===== config.mk =====
export PLATFORM = sky130hd
export DESIGN_NAME = mem_port_arbiter_flat
export DESIGN_NICKNAME = d
export VERILOG_FILES = /design/src/rtl/mem_port_arbiter_if.sv /design/src/rtl/mem_port_arbiter.sv /design/src/flat_wrapper.sv
export SDC_FILE = /design/constraint.sdc
export NUM_CORES = 1
export LEC_CHECK = 0
export BUFFER_PORTS_ARGS = -buffer_cell sky130_fd_sc_hd__buf_2
export CELL_PAD_IN_SITES_DETAIL_PLACEMENT = 0
export CELL_PAD_IN_SITES_GLOBAL_PLACEMENT = 1
export CORE_MARGIN = 1.5
export CORE_UTILIZATION = 39
export CTS_CLUSTER_DIAMETER = 40
export DETAILED_ROUTE_END_ITERATION = 10
export PLACE_DENSITY_LB_ADDON = 0.1
export RECOVER_POWER = 50
export SLEW_MARGIN = 10
export SYNTH_ARGS = -nofsm -noshare
export SYNTH_HDL_FRONTEND = slang
export SYNTH_SLANG_ARGS = --single-unit

===== constraint.sdc =====
create_clock -name clk -period 5.07 [get_ports clk]
set_input_delay 0.7605 -clock clk [delete_from_list [all_inputs] [get_ports clk]]
set_output_delay 0.7605 -clock clk [all_outputs]
set_load 0.02 [all_outputs]

===== src/rtl/mem_port_arbiter_if.sv =====
`default_nettype none
// ============================================================================
// mem_port_arbiter_if : fetch, load/store and memory-port signals of the arbiter
// Revision 1.0
// ============================================================================
interface mem_port_arbiter_if;
    logic        ifReq;
    logic [31:0] ifAddr;
    logic        ifValid;
    logic        ifErr;
    logic [31:0] ifInstr;
    logic [1:0]  memOp;
    logic [1:0]  memSize;
    logic        loadUnsigned;
    logic [31:0] dAddr;
    logic [31:0] dWdata;
    logic        dValid;
    logic        dErr;
    logic [31:0] dRdata;
    logic        stall;
    logic        memReq;
    logic        memWe;
    logic [3:0]  memBe;
    logic [31:0] memAddr;
    logic [31:0] memWdata;
    logic [31:0] memRdata;
    logic        memReady;

    modport slave (
        input  ifReq, ifAddr, memOp, memSize, loadUnsigned, dAddr, dWdata,
               memRdata, memReady,
        output ifValid, ifErr, ifInstr, dValid, dErr, dRdata, stall,
               memReq, memWe, memBe, memAddr, memWdata
    );

    modport master (
        output ifReq, ifAddr, memOp, memSize, loadUnsigned, dAddr, dWdata,
               memRdata, memReady,
        input  ifValid, ifErr, ifInstr, dValid, dErr, dRdata, stall,
               memReq, memWe, memBe, memAddr, memWdata
    );
endinterface
`default_nettype wire


===== src/rtl/mem_port_arbiter.sv =====
`default_nettype none
// ============================================================================
// mem_port_arbiter : shares one memory port between fetch and load/store,
//                    with pipeline stall, lane alignment and error reporting
// Revision 1.0
// ============================================================================
module mem_port_arbiter #(
    parameter int TIMEOUT = 255
) (
    input  wire logic         clk,
    input  wire logic         reset,
    mem_port_arbiter_if.slave bus
);

    localparam int CW = (TIMEOUT > 1) ? $clog2(TIMEOUT) : 1;

    typedef enum logic [2:0] {
        S_IDLE   = 3'd0,
        S_DATA   = 3'd1,
        S_FETCH  = 3'd2,
        S_RESP_D = 3'd3,
        S_RESP_F = 3'd4
    } state_t;

    state_t        state_q;
    logic          lastGrantData_q;
    logic [CW-1:0] cnt_q;
    logic [1:0]    lane_q;
    logic [1:0]    size_q;
    logic          uns_q;
    logic          isStore_q;
    logic          memReq_q, memWe_q;
    logic [3:0]    memBe_q;
    logic [31:0]   memAddr_q, memWdata_q;
    logic          dValid_q, dErr_q, ifValid_q, ifErr_q;
    logic [31:0]   dRdata_q, ifInstr_q;

    logic          w_dReq, w_isStore, w_dMis, w_fMis, w_grantData, w_timeout;
    logic [3:0]    w_dBe;
    logic [31:0]   w_wdata, w_shift, w_load;

    assign w_dReq      = (bus.memOp == 2'b01) || (bus.memOp == 2'b10);
    assign w_isStore   = (bus.memOp == 2'b10);
    assign w_dMis      = (bus.memSize == 2'b11)
                       || ((bus.memSize == 2'b01) && bus.dAddr[0])
                       || ((bus.memSize == 2'b10) && (bus.dAddr[1:0] != 2'b00));
    assign w_fMis      = (bus.ifAddr[1:0] != 2'b00);
    // On contention the side not served last wins; lastGrantData_q=0 means fetch.
    assign w_grantData = w_dReq && (!bus.ifReq || !lastGrantData_q);
    assign w_timeout   = (cnt_q == CW'(TIMEOUT - 1));

    always_comb begin
        w_dBe   = 4'b0000;
        w_wdata = 32'h0;
        case (bus.memSize)
            2'b00: begin
                w_dBe   = 4'b0001 << bus.dAddr[1:0];
                w_wdata = {4{bus.dWdata[7:0]}};
            end
            2'b01: begin
                w_dBe   = bus.dAddr[1] ? 4'b1100 : 4'b0011;
                w_wdata = {2{bus.dWdata[15:0]}};
            end
            default: begin
                w_dBe   = 4'b1111;
                w_wdata = bus.dWdata;
            end
        endcase
    end

    assign w_shift = bus.memRdata >> {lane_q, 3'b000};

    always_comb begin
        w_load = bus.memRdata;
        case (size_q)
            2'b00:   w_load = {{24{~uns_q & w_shift[7]}},  w_shift[7:0]};
            2'b01:   w_load = {{16{~uns_q & w_shift[15]}}, w_shift[15:0]};
            default: w_load = bus.memRdata;
        endcase
    end

    always_ff @(posedge clk or negedge reset) begin
        if (!reset) begin
            state_q         <= S_IDLE;
            lastGrantData_q <= 1'b0;
            cnt_q           <= '0;
            lane_q          <= 2'b00;
            size_q          <= 2'b00;
            uns_q           <= 1'b0;
            isStore_q       <= 1'b0;
            memReq_q        <= 1'b0;
            memWe_q         <= 1'b0;
            memBe_q         <= 4'b0000;
            memAddr_q       <= 32'h0;
            memWdata_q      <= 32'h0;
            dValid_q        <= 1'b0;
            dErr_q          <= 1'b0;
            dRdata_q        <= 32'h0;
            ifValid_q       <= 1'b0;
            ifErr_q         <= 1'b0;
            ifInstr_q       <= 32'h0;
        end else begin
            dValid_q  <= 1'b0;
            ifValid_q <= 1'b0;
            case (state_q)
                S_IDLE: begin
                    if (w_grantData) begin
                        if (w_dMis) begin
                            state_q  <= S_RESP_D;
                            dValid_q <= 1'b1;
                            dErr_q   <= 1'b1;
                            dRdata_q <= 32'h0;
                        end else begin
                            state_q    <= S_DATA;
                            memReq_q   <= 1'b1;
                            memWe_q    <= w_isStore;
                            memBe_q    <= w_dBe;
                            memAddr_q  <= {bus.dAddr[31:2], 2'b00};
                            memWdata_q <= w_isStore ? w_wdata : 32'h0;
                            lane_q     <= bus.dAddr[1:0];
                            size_q     <= bus.memSize;
                            uns_q      <= bus.loadUnsigned;
                            isStore_q  <= w_isStore;
                            cnt_q      <= '0;
                        end
                    end else if (bus.ifReq) begin
                        if (w_fMis) begin
                            state_q   <= S_RESP_F;
                            ifValid_q <= 1'b1;
                            ifErr_q   <= 1'b1;
                            ifInstr_q <= 32'h0;
                        end else begin
                            state_q    <= S_FETCH;
                            memReq_q   <= 1'b1;
                            memWe_q    <= 1'b0;
                            memBe_q    <= 4'b1111;
                            memAddr_q  <= {bus.ifAddr[31:2], 2'b00};
                            memWdata_q <= 32'h0;
                            cnt_q      <= '0;
                        end
                    end
                end
                S_DATA: begin
                    if (bus.memReady || w_timeout) begin
                        state_q  <= S_RESP_D;
                        memReq_q <= 1'b0;
                        dValid_q <= 1'b1;
                        dErr_q   <= !bus.memReady;
                        dRdata_q <= (bus.memReady && !isStore_q) ? w_load : 32'h0;
                    end else begin
                        cnt_q <= cnt_q + CW'(1);
                    end
                end
                S_FETCH: begin
                    if (bus.memReady || w_timeout) begin
                        state_q   <= S_RESP_F;
                        memReq_q  <= 1'b0;
                        ifValid_q <= 1'b1;
                        ifErr_q   <= !bus.memReady;
                        ifInstr_q <= bus.memReady ? bus.memRdata : 32'h0;
                    end else begin
                        cnt_q <= cnt_q + CW'(1);
                    end
                end
                S_RESP_D: begin
                    lastGrantData_q <= 1'b1;
                    state_q         <= S_IDLE;
                end
                S_RESP_F: begin
                    lastGrantData_q <= 1'b0;
                    state_q         <= S_IDLE;
                end
                default: state_q <= S_IDLE;
            endcase
        end
    end

    // Released during RESP_D so the latch advances at the end of that cycle.
    assign bus.stall    = reset && w_dReq && (state_q != S_RESP_D);
    assign bus.memReq   = memReq_q;
    assign bus.memWe    = memWe_q;
    assign bus.memBe    = memBe_q;
    assign bus.memAddr  = memAddr_q;
    assign bus.memWdata = memWdata_q;
    assign bus.dValid   = dValid_q;
    assign bus.dErr     = dErr_q;
    assign bus.dRdata   = dRdata_q;
    assign bus.ifValid  = ifValid_q;
    assign bus.ifErr    = ifErr_q;
    assign bus.ifInstr  = ifInstr_q;

endmodule
`default_nettype wire


===== src/flat_wrapper.sv =====
// flat-port wrapper written by rule: the top's interface ports become plain ports
module mem_port_arbiter_flat 
#(
    parameter int TIMEOUT = 255
)
  (clk, reset, bus_ifReq, bus_ifAddr, bus_memOp, bus_memSize, bus_loadUnsigned, bus_dAddr, bus_dWdata, bus_memRdata, bus_memReady, bus_ifValid, bus_ifErr, bus_ifInstr, bus_dValid, bus_dErr, bus_dRdata, bus_stall, bus_memReq, bus_memWe, bus_memBe, bus_memAddr, bus_memWdata);
  mem_port_arbiter_if bus_i ();
  input  wire logic clk;
  input  wire logic reset;
  input wire logic [$bits(bus_i.ifReq)-1:0] bus_ifReq;
  input wire logic [$bits(bus_i.ifAddr)-1:0] bus_ifAddr;
  input wire logic [$bits(bus_i.memOp)-1:0] bus_memOp;
  input wire logic [$bits(bus_i.memSize)-1:0] bus_memSize;
  input wire logic [$bits(bus_i.loadUnsigned)-1:0] bus_loadUnsigned;
  input wire logic [$bits(bus_i.dAddr)-1:0] bus_dAddr;
  input wire logic [$bits(bus_i.dWdata)-1:0] bus_dWdata;
  input wire logic [$bits(bus_i.memRdata)-1:0] bus_memRdata;
  input wire logic [$bits(bus_i.memReady)-1:0] bus_memReady;
  output wire logic [$bits(bus_i.ifValid)-1:0] bus_ifValid;
  output wire logic [$bits(bus_i.ifErr)-1:0] bus_ifErr;
  output wire logic [$bits(bus_i.ifInstr)-1:0] bus_ifInstr;
  output wire logic [$bits(bus_i.dValid)-1:0] bus_dValid;
  output wire logic [$bits(bus_i.dErr)-1:0] bus_dErr;
  output wire logic [$bits(bus_i.dRdata)-1:0] bus_dRdata;
  output wire logic [$bits(bus_i.stall)-1:0] bus_stall;
  output wire logic [$bits(bus_i.memReq)-1:0] bus_memReq;
  output wire logic [$bits(bus_i.memWe)-1:0] bus_memWe;
  output wire logic [$bits(bus_i.memBe)-1:0] bus_memBe;
  output wire logic [$bits(bus_i.memAddr)-1:0] bus_memAddr;
  output wire logic [$bits(bus_i.memWdata)-1:0] bus_memWdata;
  assign bus_i.ifReq = bus_ifReq;
  assign bus_i.ifAddr = bus_ifAddr;
  assign bus_i.memOp = bus_memOp;
  assign bus_i.memSize = bus_memSize;
  assign bus_i.loadUnsigned = bus_loadUnsigned;
  assign bus_i.dAddr = bus_dAddr;
  assign bus_i.dWdata = bus_dWdata;
  assign bus_i.memRdata = bus_memRdata;
  assign bus_i.memReady = bus_memReady;
  assign bus_ifValid = bus_i.ifValid;
  assign bus_ifErr = bus_i.ifErr;
  assign bus_ifInstr = bus_i.ifInstr;
  assign bus_dValid = bus_i.dValid;
  assign bus_dErr = bus_i.dErr;
  assign bus_dRdata = bus_i.dRdata;
  assign bus_stall = bus_i.stall;
  assign bus_memReq = bus_i.memReq;
  assign bus_memWe = bus_i.memWe;
  assign bus_memBe = bus_i.memBe;
  assign bus_memAddr = bus_i.memAddr;
  assign bus_memWdata = bus_i.memWdata;
  mem_port_arbiter #(.TIMEOUT(TIMEOUT)) u_core (.clk(clk), .reset(reset), .bus(bus_i));
endmodule

# After elaboration in Yosys (flattened, before gate mapping)
# Index checks and enable logic that the tools add are counted.
dict set report classes {
  n_addsub 1
  muxes 68
  n_eq_ne 26
  reduce_logical 33
  bitwise_logic 4
  shift 2
}
# op count
set ops {}
lappend ops {{$mux W32} 18}
lappend ops {{$pmux W32 S2} 4}
lappend ops {{$mux W8} 5}
lappend ops {{$shr A32 B5 Y16} 1}
lappend ops {{$mux W1} 21}
lappend ops {{$mux W4} 5}
lappend ops {{$pmux W8 S2} 1}
lappend ops {{$mux W3} 5}
lappend ops {{$reduce_and A5 Y1} 3}
lappend ops {{$reduce_bool A2 Y1} 7}
lappend ops {{$ne A2 B1 Y1 const B} 6}
lappend ops {{$pmux W1 S2} 6}
lappend ops {{$ne A2 B2 Y1 const B} 5}
lappend ops {{$pmux W3 S3} 1}
lappend ops {{$add A8 B1 Y8 const B} 1}
lappend ops {{$eq A8 B8 Y1 const B} 1}
lappend ops {{$pmux W4 S2} 1}
lappend ops {{$reduce_and A4 Y1} 2}
lappend ops {{$eq A2 B1 Y1 const B} 3}
lappend ops {{$eq A2 B2 Y1 const B} 3}
lappend ops {{$eq A3 B2 Y1 const B} 2}
lappend ops {{$logic_and A1 B1 Y1} 6}
lappend ops {{$ne A3 B2 Y1 const B} 2}
lappend ops {{$ne A3 B3 Y1 const B} 2}
lappend ops {{other kinds (12)} 23}
dict set report word_totals {
  out_inout_bits 139
  inputBits 137
  word_cells 152
  regBits 156
}

# Longest topological paths before layout
# Gate-level depths: netlist (run 1).
dict set report logic_depth {
  word_depth 7
  depth_mapped 9
}

# Worst setup path after synthesis (run 1)
# Ideal clock, no wire load.
dict set report synth_timing {
  path_kind {input to register}
  from {input bus_memOp[0]}
  to {register u_core.cnt_q[0]}
  path_slack_ns 2.584
  stages 8
  setup_ns 0.118
  arrival_ns 2.368
  path_cell_list {inv_1 ha_1 a21oi_4 nor3_1 or4b_1 buf_2 a21o_1 a21o_1}
}
dict set report synth_via {
  elab_chain_cells 5
  word_cells_on_any_way 10
  classes_between {5 x eq/ne; 2 x mux; 3 x reduce/logical}
}
# element line_no
set synth_rtl {}
lappend synth_rtl {{from (decl)} flat_wrapper.sv:12} ;# input wire logic [$bits(bus_i.memOp)-1:0] bus_memOp;
lappend synth_rtl {{$eq A2 B1 Y1 / $eq A2 B2 Y1 (equally long branches)} mem_port_arbiter.sv:42} ;# assign w_dReq = (bus.memOp == 2'b01) || (bus.memOp == 2'b10);
lappend synth_rtl {{$logic_or A1 B1 Y1 (*)} mem_port_arbiter.sv:42}
lappend synth_rtl {{$logic_and A1 B1 Y1 (*)} mem_port_arbiter.sv:49} ;# assign w_grantData = w_dReq && (!bus.ifReq || !lastGrantData_q);
lappend synth_rtl {{$ne A3 B3 Y1 (no line) (tied with other cells)} -}
lappend synth_rtl {{$reduce_and A5 Y1 (no line) / $pmux W8 S2 (equally long branches)} -}
lappend synth_rtl {{to (signal assigned)} mem_port_arbiter.sv:151} ;# cnt_q <= cnt_q + CW'(1);
lappend synth_rtl {{to (signal assigned)} mem_port_arbiter.sv:162} ;# cnt_q <= cnt_q + CW'(1);
lappend synth_rtl {{to (decl)} mem_port_arbiter.sv:27} ;# logic [CW-1:0] cnt_q;
# Every way passes the cells marked *; elsewhere a longest branch is shown, timed or not.
# A chain may end at the register's enable or synchronous reset.

# Worst setup path after layout (run 1)
dict set report layout_timing {
  from {input bus_memOp[0]}
  to {register u_core.memBe_q[0] (netlist: u_core.bus.memBe[0])}
}
dict set report layout_via {
  elab_chain_cells 5
  word_cells_on_any_way 9
  classes_between {4 x eq/ne; 1 x mux; 4 x reduce/logical}
}
# element line_no
set layout_rtl {}
lappend layout_rtl {{$eq A2 B1 Y1 / $eq A2 B2 Y1 (equally long branches)} mem_port_arbiter.sv:42}
lappend layout_rtl {{$logic_or A1 B1 Y1 (*)} mem_port_arbiter.sv:42}
lappend layout_rtl {{$logic_and A1 B1 Y1 (*)} mem_port_arbiter.sv:49}
lappend layout_rtl {{$ne A2 B2 Y1 (no line) / $reduce_bool A2 Y1 (equally long branches)} -}
lappend layout_rtl {{$reduce_and A4 Y1 (no line)} -}
lappend layout_rtl {{to (signal assigned)} mem_port_arbiter.sv:117} ;# memBe_q <= w_dBe;
lappend layout_rtl {{to (decl)} mem_port_arbiter.sv:33} ;# logic [3:0] memBe_q;
# Marked as above.

==> results.py, run 1 <==
metrics = {
    "outcome": {
        "status": "finished, violations left",
        "violations": "capacitance limit, slew limit",
    },
    "floorplanning": {
        "die-area_sq_mm": 0.0191,
        "die_y_um": 138,
        "rows": 49,
        "ioPinCount": 276,
        "core_sq_mm": 0.0180,
        "die_w_um": 138,
        "initial_core_util_pct": 39.7,
    },
    "power": {
        "intPower_mw": 3.31,
        "p_leak_nw": 4.48,
        "netSwitchingPower_mw": 2.35,
        "power_mw": 5.66,
        "power_density_mw_per_mm2": 623,
        "combPwrFrac_pct": 40.3,
        "ir_drop_mv": 0.274,
        "p_seq_share_pct": 36.7,
        "p_sw_share_pct": 41.5,
        "p_clk_share_pct": 23.0,
    },
    "logic_synthesis": {
        "ys.flop_type": "dfrtp_1",
        "synth_largest_area_cell": "dfrtp_1",
        "synthAdderAreaFrac_pct": 0.527,
        "synth.cell_area_sq_mm": 0.00713,
        "synth_compound_gate_area_share_pct": 24.2,
        "async_flop_share_pct": 100,
        "synth_top_area_share_pct": 54.1,
        "synth_top_family_by_area": "compound AO/OA/AOI/OAI gates",
        "yosysUniqueCellTypes": 61,
        "syn_inst": 686,
        "syn_avg_cell_area_sq_um": 10.4,
        "synthXorXnorAreaFrac_pct": 0.123,
        "yosys-top-cells-area": "dfrtp_1, a22o_1, nand2_1",
        "synth_edf_count": 0,
        "yosys_warnings": 0,
        "ys_ff_latch": 154,
        "synthSimpleGateAreaFrac_pct": 13.0,
        "yosysSeqAreaShare_pct": 54.1,
        "synthMuxAreaShare_pct": 3.11,
    },
    "min_path": {
        "hold_depth": 1,
        "hold_end": "u_core.bus.dRdata[15]",
        "hp-start": "u_core.bus.dRdata[15]",
        "hold_path_class": "register to register",
    },
    "clocking": {
        "clk_pin_slew_ps": 60,
        "clock_latency_ps": 420,
        "cts_resized": 0,
        "htreeDepth": 4,
        "clock-sinks": 154,
        "cts.path.max_buffers": 2,
        "post_cts_buffers": 0,
        "numCtsBuffers": 17,
        "hold_buffers": 0,
        "cts_tree": "done",
        "cts_root_buf": "clkbuf_16",
    },
    "timing": {
        "max_freq_ghz": 0.315,
        "slew_viol_final": 135,
        "rsz0062_at_grt": "no",
        "final.setup_skew_ps": 11.3,
        "timing.final.crit_share_pct": 62.7,
        "worst_slew_pin_slew_ps": 1660,
        "slew_headroom_pct": -11.0,
        "final_hold_viol_count": 0,
        "setup_viol": 0,
        "setup_tns_ps": 0,
        "fin_ws_ps": 1890,
        "period_needed_ps": 3180,
    },
    "worst_setup_path": {
        "worstReg2RegStart": "u_core.state_q[0]",
        "reg2reg_depth": 5,
        "arrival_ps": 3490,
        "reg2reg_slack_ps": 2090,
        "crit_fanout": 68,
        "start_kind": "input pin",
        "crit_required_ps": 5380,
        "worstReg2RegEnd": "u_core.bus.dRdata[16]",
        "path_class": "input pin to register",
        "cp-end-kind": "register",
    },
    "place": {
        "dp_slack_ps": 1490,
        "dpl_cell_area_sq_mm": 0.00858,
        "place.gp.congestion": 0.818,
        "place_hpwl_um": 15200,
        "io_buffers": 273,
    },
    "global_routing": {
        "grt_max_degree": 69,
        "met3_usage_pct": 4.92,
        "grtUsageTotal_pct": 22.1,
        "antenna_found_initial": 1,
        "top_usage_layer": "met2",
        "grt_overflow": 0,
        "grt_pass1_wl_um": 33700,
        "grt_pass1_vias": 6210,
        "met2_usage_pct": 35.1,
        "grt_use_met1_pct": 29.3,
    },
    "route": {
        "routed_wl_um": 21300,
        "ant_nets": 0,
        "drt-wirelength-per-cell_um": 18.2,
        "vias_per_cell": 5.45,
        "dr.pass1.iters": 5,
        "drt_iter0_drc": 377,
        "drc": 0,
        "vias": 6390,
    },
    "final_layout": {
        "final_common_cell": "buf_2",
        "fill_cells": 1748,
        "area_delta_synth_final_pct": 27.6,
        "multi_input_area_sq_mm": 0.00293,
        "finalNetCount": 1070,
        "drive_gt1_share_pct": 28.1,
        "final_core_util_pct": 50.6,
        "seqCellArea_sq_mm": 0.00385,
        "final_cell_mix": "buf_2, dfrtp_1, nand2_1, clkbuf_1, a22o_1",
        "fin_area_sq_mm": 0.00909,
    },
    "run": {
        "timing.max_cap.violations": 2,
    },
}
==> cell families after synthesis <==
group	count (synthesis)
DFF	154
xor gates and xnor gates	1
muxes	20
adders and majority gates	3
other	1
buffers and inverters	78
and+or+nand+nor	198
AOI/OAI and AO/OA	231
==> Yosys cell counts (3+ instances only) <==
cell type  instances
mux2i_1           12
nor2b_1           11
a21oi_1           27
a41oi_1            4
o31ai_1            5
o21ai_1            4
buf_4              3
a22o_1            56
a31oi_1           34
ha_1               3
a211oi_1           8
a221o_1           23
buf_6              3
nor2_1            51
mux2_2             7
nand2_1           91
o22ai_1            7
nor3_1             6
buf_2             20
a32oi_1            7
inv_1             22
nand2b_1          17
a21o_1            10
dfrtp_1          154
clkbuf_1          27
o21ai_0           32
nand4_1            4
==> per-stage QoR <==
stage / std cells / hold WS [ps]
detailed placement: 1140 / 462
global placement: 1140 / 450
finish: 1173 / 473
CTS: 1172 / 170
global route: 1173 / 499
floorplan: 687 / 438
==> worst max-delay path, cell delays in order <==
cell and delay (ps):
buf_2 90, inv_1 40, ha_1 350, a21oi_4 830, o2111ai_4 390, o31ai_4 130, buf_4 540, o211ai_1 200
o21a_1 150
==> power by group through the flow <==
stage	clock, mW	sequential (mW)	combinational (mW)
after floorplan	0	2.51	1.11
after global placement	0	2.07	2.30
after detailed placement	0	2.08	2.36
after CTS	1.33	2.07	2.36
after global routing	1.39	2.14	2.47
final	1.31	2.08	2.28
==> sequential cells by signal, indices dropped and copies added, names as in the netlist, 2 cells and up <==
| register | cells |
|---|---|
| u_core.bus.dRdata | 32 |
| u_core.bus.ifInstr | 32 |
| u_core.bus.memWdata | 32 |
| u_core.bus.memAddr | 30 |
| u_core.cnt_q | 8 |
| u_core.bus.memBe | 4 |
| u_core.state_q | 3 |
| u_core.lane_q | 2 |
| u_core.size_q | 2 |
==> layer usage <==
metal	routed length, um	vias up
li1	-	2972
met1	9360	3158
met2	10200	225
met3	1190	35
met5	0	-
met4	521	0
==> final cells by class <==
cell class / instances / share of cell area [%]
multi-input combinational: 455 / 32.2
clock buffer: 19 / 4.87
antenna: 1 / 0.0275
sequential: 154 / 42.4
clock inverter: 13 / 1.83
inverter: 22 / 0.908
timing repair buffer: 280 / 14.6
tap: 229 / 3.15
==> how the worst max path moves through the flow <==
stage                  from                     end  slack [ps]  depth (start not counted)
2_1_floorplan  bus_memOp[0]         u_core.cnt_q[0]        2580                          8
3_3_place_gp   bus_memOp[0]     u_core.bus.memBe[0]        1590                          9
3_5_place_dp   bus_memOp[0]     u_core.bus.memBe[0]        1490                          9
4_1_cts        bus_memOp[0]     u_core.bus.memBe[0]        1930                          9
5_1_grt               reset  u_core.bus.memWdata[7]        1580                          2
6_report       bus_memOp[0]     u_core.bus.memBe[0]        1890                          9
Note: power is estimated with default switching activity, not from simulation.
==> run 2, diff against run 1 <==
Settings changed: ABC_AREA set to 1, CORE_UTILIZATION 39 to 35.
Clock period 5.07 ns to 3.1 ns, I/O delays scaled along.
==> run 2 against run 1 <==
Net effect:
- the run now ends clean
- global-route usage is 0.48 points lower
- flip-flop and latch count stayed put
- critical path depth is 1 lower
- synthesized cell count is 55% higher
- highest routed layer is now met5
- cell count is 37% higher
- core utilization is 5.2 points lower
- sequential share of layout area is 3.3 points lower
- clock skew is 2.0 ps higher
==> results.py, run 2 <==
metrics = {
    "outcome": {
        "status": "finished clean",
    },
    "logic_synthesis": {
        "syn_avg_cell_area_sq_um": 7.26,
        "synth.cell_area_sq_mm": 0.00770,
        "synth_largest_area_cell": "dfrtp_1",
        "synth_common_cells": "nand2_1, dfrtp_1, nand3_1",
        "ys_ff_latch": 154,
        "async_flop_share_pct": 100,
        "ys.flop_type": "dfrtp_1",
        "yosysMostFrequentCell": "nand2_1",
        "syn_inst": 1061,
        "yosys-top-cells-area": "dfrtp_1, nand2_1, nand3_1",
        "yosysUniqueCellTypes": 31,
        "synth_top_area_share_pct": 50.1,
        "yosys_warnings": 0,
        "yosysSeqAreaShare_pct": 50.1,
        "synth_edf_count": 0,
    },
    "final_layout": {
        "drive_gt1_share_pct": 21.1,
        "seqCellArea_sq_mm": 0.00385,
        "finalNetCount": 1459,
        "fill_cells": 2355,
        "final_common_cell": "nand2_1",
        "final_core_util_pct": 45.5,
        "fin_area_sq_mm": 0.00986,
        "num_antenna_cells": 0,
        "multi_input_area_sq_mm": 0.00335,
        "final_cell_mix": "nand2_1, buf_2, dfrtp_1, nand3_1, clkbuf_1",
        "area_delta_synth_final_pct": 28.1,
    },
    "worst_setup_path": {
        "path_delay_family": "simple AND/OR/NAND/NOR gates",
        "cp-end-kind": "register",
        "crit_chain": "inv_2, nand2_1, nand3_1, nand2_1, nand2_1, nand3_1, nand2_1, nand2_1",
        "slowest_delay_ps": 610,
        "path_class": "register to register",
        "crit_fanout": 19,
        "crit_top_cell": "nand2_1",
        "start_kind": "register",
        "arrival_ps": 2660,
        "cpMaxStageDelayCell": "dfrtp_1",
        "critPathBufInv": 1,
        "crit_required_ps": 3400,
    },
    "global_routing": {
        "grt_max_degree": 101,
        "grtUsageTotal_pct": 21.6,
        "antenna_found_initial": 1,
        "grt_pass1_wl_um": 37900,
        "grt_pass1_vias": 6930,
        "grt_overflow": 0,
    },
    "power": {
        "combPwrFrac_pct": 42.0,
        "p_clk_share_pct": 23.8,
        "p_seq_share_pct": 34.2,
        "intPower_mw": 5.32,
        "power_density_mw_per_mm2": 957,
        "ir_drop_mv": 0.341,
        "p_leak_nw": 5.68,
        "p_sw_share_pct": 43.6,
        "netSwitchingPower_mw": 4.12,
    },
    "timing": {
        "period_needed_ps": 2360,
        "rsz0062_at_grt": "no",
        "worst_slew_pin_slew_ps": 1400,
        "final.setup_skew_ps": 13.3,
        "timing.hold.ws_ps": 261,
        "final_hold_viol_count": 0,
        "setup_viol": 0,
        "setup_tns_ps": 0,
        "max_freq_ghz": 0.424,
        "slew_viol_final": 0,
        "slew_headroom_pct": 6.59,
        "fin_ws_ps": 743,
        "timing.final.crit_share_pct": 76.0,
    },
    "route": {
        "dr.pass1.iters": 5,
        "drt-wirelength-per-cell_um": 15.1,
        "vias": 7468,
        "drt_iter0_drc": 420,
        "drc": 0,
        "vias_per_cell": 4.64,
        "routed_wl_um": 24400,
        "ant_nets": 0,
    },
    "min_path": {
        "hold_path_class": "input pin to register",
    },
    "clocking": {
        "clk_pin_slew_ps": 70,
        "cts_resized": 0,
        "cts.path.max_buffers": 2,
        "clock_latency_ps": 420,
        "htreeDepth": 4,
        "numCtsBuffers": 17,
        "cts_tree": "done",
        "clock-sinks": 154,
        "cts_root_buf": "clkbuf_16",
        "post_cts_buffers": 0,
    },
    "place": {
        "place_hpwl_um": 17600,
        "dpl_cell_area_sq_mm": 0.00932,
        "place.gp.congestion": 0.801,
        "io_buffers": 273,
        "dp_slack_ps": 570,
    },
    "floorplanning": {
        "rows": 54,
        "initial_core_util_pct": 35.5,
        "die_y_um": 151,
        "core_sq_mm": 0.0217,
        "ioPinCount": 276,
        "die_w_um": 151,
        "die-area_sq_mm": 0.0229,
    },
    "run": {
        "timing.max_cap.violations": 0,
    },
}
-- run 2: cell types whose count changed after synthesis, moves of 11 or more --
cell / change
a221o_1: -23
nor2b_1: -11
a22o_1: -56
mux2i_1: -12
nand2b_1: -17
or2_2: +13
inv_1: +44
a31oi_1: -33
nand2_1: +410
nand3_1: +127
-- run 2: repair_timing --
item	4_1_cts	5_1_grt
hold buffers	1	0
hold endpoints to repair	2	0
endpoints found under the setup margin	0	0
-- run 2: cell families after synthesis --
group	share of synthesized area (%)
flip-flops	50.1
XOR/XNOR	0.114
buffers and inverters	6.48
AO/OA/AOI/OAI	5.36
other	0.0487
adder cells (fa/ha/maj)	0.488
AND/OR/NAND/NOR	37.4
-- run 2: worst register-to-register path: stages (launching register included) --
cell and delay [ps]:
dfrtp_1 610, inv_2 330, nand2_1 90, nand3_1 70
nand2_1 70, nand2_1 260, nand3_1 490, nand2_1 250
nand2_1 70
-- run 2: per-stage QoR --
step	power (mW)	instances
after floorplan	5.86	1062
after global placement	7.32	1579
after detailed placement	7.35	1579
after CTS	9.63	1611
after global routing	10.2	1611
final	9.44	1611
-- run 2: final timing paths --
check	cells past startpoint	slack, ps	from	end
max	8	740	u_core.lane_q[0]	u_core.bus.dRdata[24]
min	3	260	bus_memRdata[2]	u_core.bus.ifInstr[2]
max reg2reg	8	740	u_core.lane_q[0]	u_core.bus.dRdata[24]
min reg2reg	2	470	u_core.bus.memWdata[23]	u_core.bus.memWdata[23]
max in group asynchronous	3	930	reset	u_core.bus.memAddr[7]
min in group asynchronous	2	430	reset	u_core.cnt_q[5]
-- run 2: layer usage --
metal  GRT usage (%)  share of wire [%]  vias to the layer above
li1                -                  -                     3843
met1            29.7                 46                     3376
met2            33.2                 45                      227
met3            5.96                7.6                       20
met4            6.21                1.5                        2
met5               0              0.053                        -
-- run 2: final cells by class --
cell class	count	share of cell area, %
timing repair buffer	290	14.3
inverter	70	2.66
clock inverter	13	1.98
multi-input combinational	786	34.0
clock buffer	18	4.45
sequential	154	39.1
tap	280	3.55
-- run 2: power by group through the flow --
| stage | logic, mW | registers (mW) | clock network, mW |
|---|---|---|---|
| 6_report | 3.97 | 3.23 | 2.24 |
| 5_1_grt | 4.46 | 3.33 | 2.39 |
| 4_1_cts | 4.11 | 3.23 | 2.29 |
| 3_5_place_dp | 4.11 | 3.24 | 0 |
| 3_3_place_gp | 4.08 | 3.24 | 0 |
| 2_1_floorplan | 1.83 | 4.02 | 0 |
==> run 3, diff against run 2 <==
Clock period 3.1 ns to 2.25 ns, I/O delays scaled along.
==> run 3 against run 2 <==
Net effect:
- via count up 1.5%
- total power increased by 37%
- maximum frequency up 20%
- routed wire length fell by 0.27%
- register-to-register slack got worse by 450 ps
- clock skew fell by 1.0 ps
- flip-flop and latch count unchanged
- sequential power is 37% higher
- largest cell class unchanged
==> results.py, run 3 (synthesis gave the netlist of run 2 again) <==
metrics = {
    "floorplanning": {
        "rows": 54,
        "die_y_um": 151,
        "core_sq_mm": 0.0217,
        "initial_core_util_pct": 35.5,
        "die-area_sq_mm": 0.0229,
        "die_w_um": 151,
        "ioPinCount": 276,
    },
    "clocking": {
        "numCtsBuffers": 17,
        "post_cts_buffers": 0,
        "hold_buffers": 0,
        "cts_resized": 0,
        "cts.path.max_buffers": 2,
        "cts_tree": "done",
        "clock-sinks": 154,
        "clk_pin_slew_ps": 70,
        "cts_root_buf": "clkbuf_16",
        "htreeDepth": 4,
        "clock_latency_ps": 430,
    },
    "power": {
        "p_leak_nw": 5.71,
        "ir_drop_mv": 0.434,
        "power_density_mw_per_mm2": 1300,
    },
    "place": {
        "place_hpwl_um": 17600,
        "io_buffers": 273,
        "dpl_cell_area_sq_mm": 0.00941,
        "place.gp.congestion": 0.797,
    },
    "route": {
        "dr.pass1.iters": 7,
        "drt-wirelength-per-cell_um": 15.0,
        "routed_wl_um": 24300,
        "drc": 0,
        "drt_iter0_drc": 336,
        "ant_nets": 0,
        "vias_per_cell": 4.68,
        "vias": 7579,
    },
    "outcome": {
        "status": "finished clean",
    },
    "timing": {
        "rsz0062_at_grt": "no",
        "timing.hold.ws_ps": 61.7,
        "slew_headroom_pct": 35.7,
        "max_freq_ghz": 0.511,
        "worst_slew_pin_slew_ps": 965,
        "setup_viol": 0,
        "final.setup_skew_ps": 12.3,
        "slew_viol_final": 0,
        "timing.final.crit_share_pct": 87.1,
        "final_hold_viol_count": 0,
        "period_needed_ps": 1960,
        "setup_tns_ps": 0,
    },
    "global_routing": {
        "grtUsageTotal_pct": 21.6,
        "grt_pass1_wl_um": 38000,
        "grt_overflow": 0,
        "grt_max_degree": 155,
        "antenna_found_initial": 0,
        "grt_pass1_vias": 7136,
    },
    "worst_setup_path": {
        "crit_required_ps": 2610,
        "cp.depth": 8,
        "start_kind": "register",
        "arrival_ps": 2320,
        "path_delay_family": "simple AND/OR/NAND/NOR gates",
        "cp-end-kind": "register",
        "crit_top_cell": "nand2_1",
        "slowest_delay_ps": 430,
        "path_class": "register to register",
        "cpMaxStageDelayCell": "dfrtp_1",
        "critPathBufInv": 1,
        "reg2reg_depth": 8,
        "crit_fanout": 34,
        "crit_chain": "nor2_1, nand2_2, nor2_2, nand3_2, nand2_4, buf_4, nand2_1, nand2_1",
    },
    "final_layout": {
        "final_common_cell": "nand2_1",
        "finalNetCount": 1466,
        "final_cell_mix": "nand2_1, buf_2, dfrtp_1, nand3_1, clkbuf_1",
        "fin_area_sq_mm": 0.00990,
        "drive_gt1_share_pct": 21.5,
        "area_delta_synth_final_pct": 28.7,
        "num_antenna_cells": 0,
    },
    "min_path": {
        "hold_path_class": "input pin to async pin",
    },
    "run": {
        "timing.max_cap.violations": 0,
    },
}
[run 3: worst paths after layout]
| check | start | to | slack [ps] |
|---|---|---|---|
| min in group clk | bus_dWdata[2] | u_core.bus.memWdata[2] | 130 |
| hold reg to reg | u_core.bus.memAddr[15] | u_core.bus.memAddr[15] | 470 |
| max in group asynchronous | reset | u_core.bus.ifInstr[21] | 1380 |
| setup reg to reg | u_core.state_q[2] | u_core.bus.memAddr[4] | 290 |
| setup / recovery | u_core.state_q[2] | u_core.bus.memAddr[4] | 290 |
| hold / removal | reset | u_core.cnt_q[5] | 60 |
[run 3: through the flow]
stage | instances | utilization, % | worst slack (ps) | power, mW
floorplan | 1062 | - | 472 | 8.07
global placement | 1587 | 43.4 | 204 | 10.2
detailed placement | 1587 | 43.4 | 160 | 10.2
CTS | 1619 | 46.1 | 365 | 13.2
global route | 1619 | 45.7 | 92.6 | 13.9
finish | 1619 | 45.7 | 291 | 12.9
[run 3: routing by layer]
metal | part of all wire, % | global-route usage (%) | vias to the layer above | wire, um
met1 | 47 | 29.8 | 3522 | 11400
li1 | - | - | 3848 | -
met5 | 0 | 0 | - | 0
met4 | 0.69 | 4.76 | 0 | 167
met3 | 6.9 | 6.30 | 9 | 1690
met2 | 46 | 33.3 | 200 | 11100
[run 3: cell type report]
type	count	area, sq um
multi-input combinational	786	3350
inverter	70	263
sequential	154	3850
clock inverter	13	145
tap	280	350
timing repair buffer	297	1500
clock buffer	19	443
fill	2334	11800
[run 3: report_power, final]
part           internal (mW)  leakage (nW)  switching [mW]  total [mW]
Combinational           1.71          3.42            3.91        5.61
Clock                   1.67         0.280            1.22        2.89
Sequential              3.82          2.01           0.594        4.41
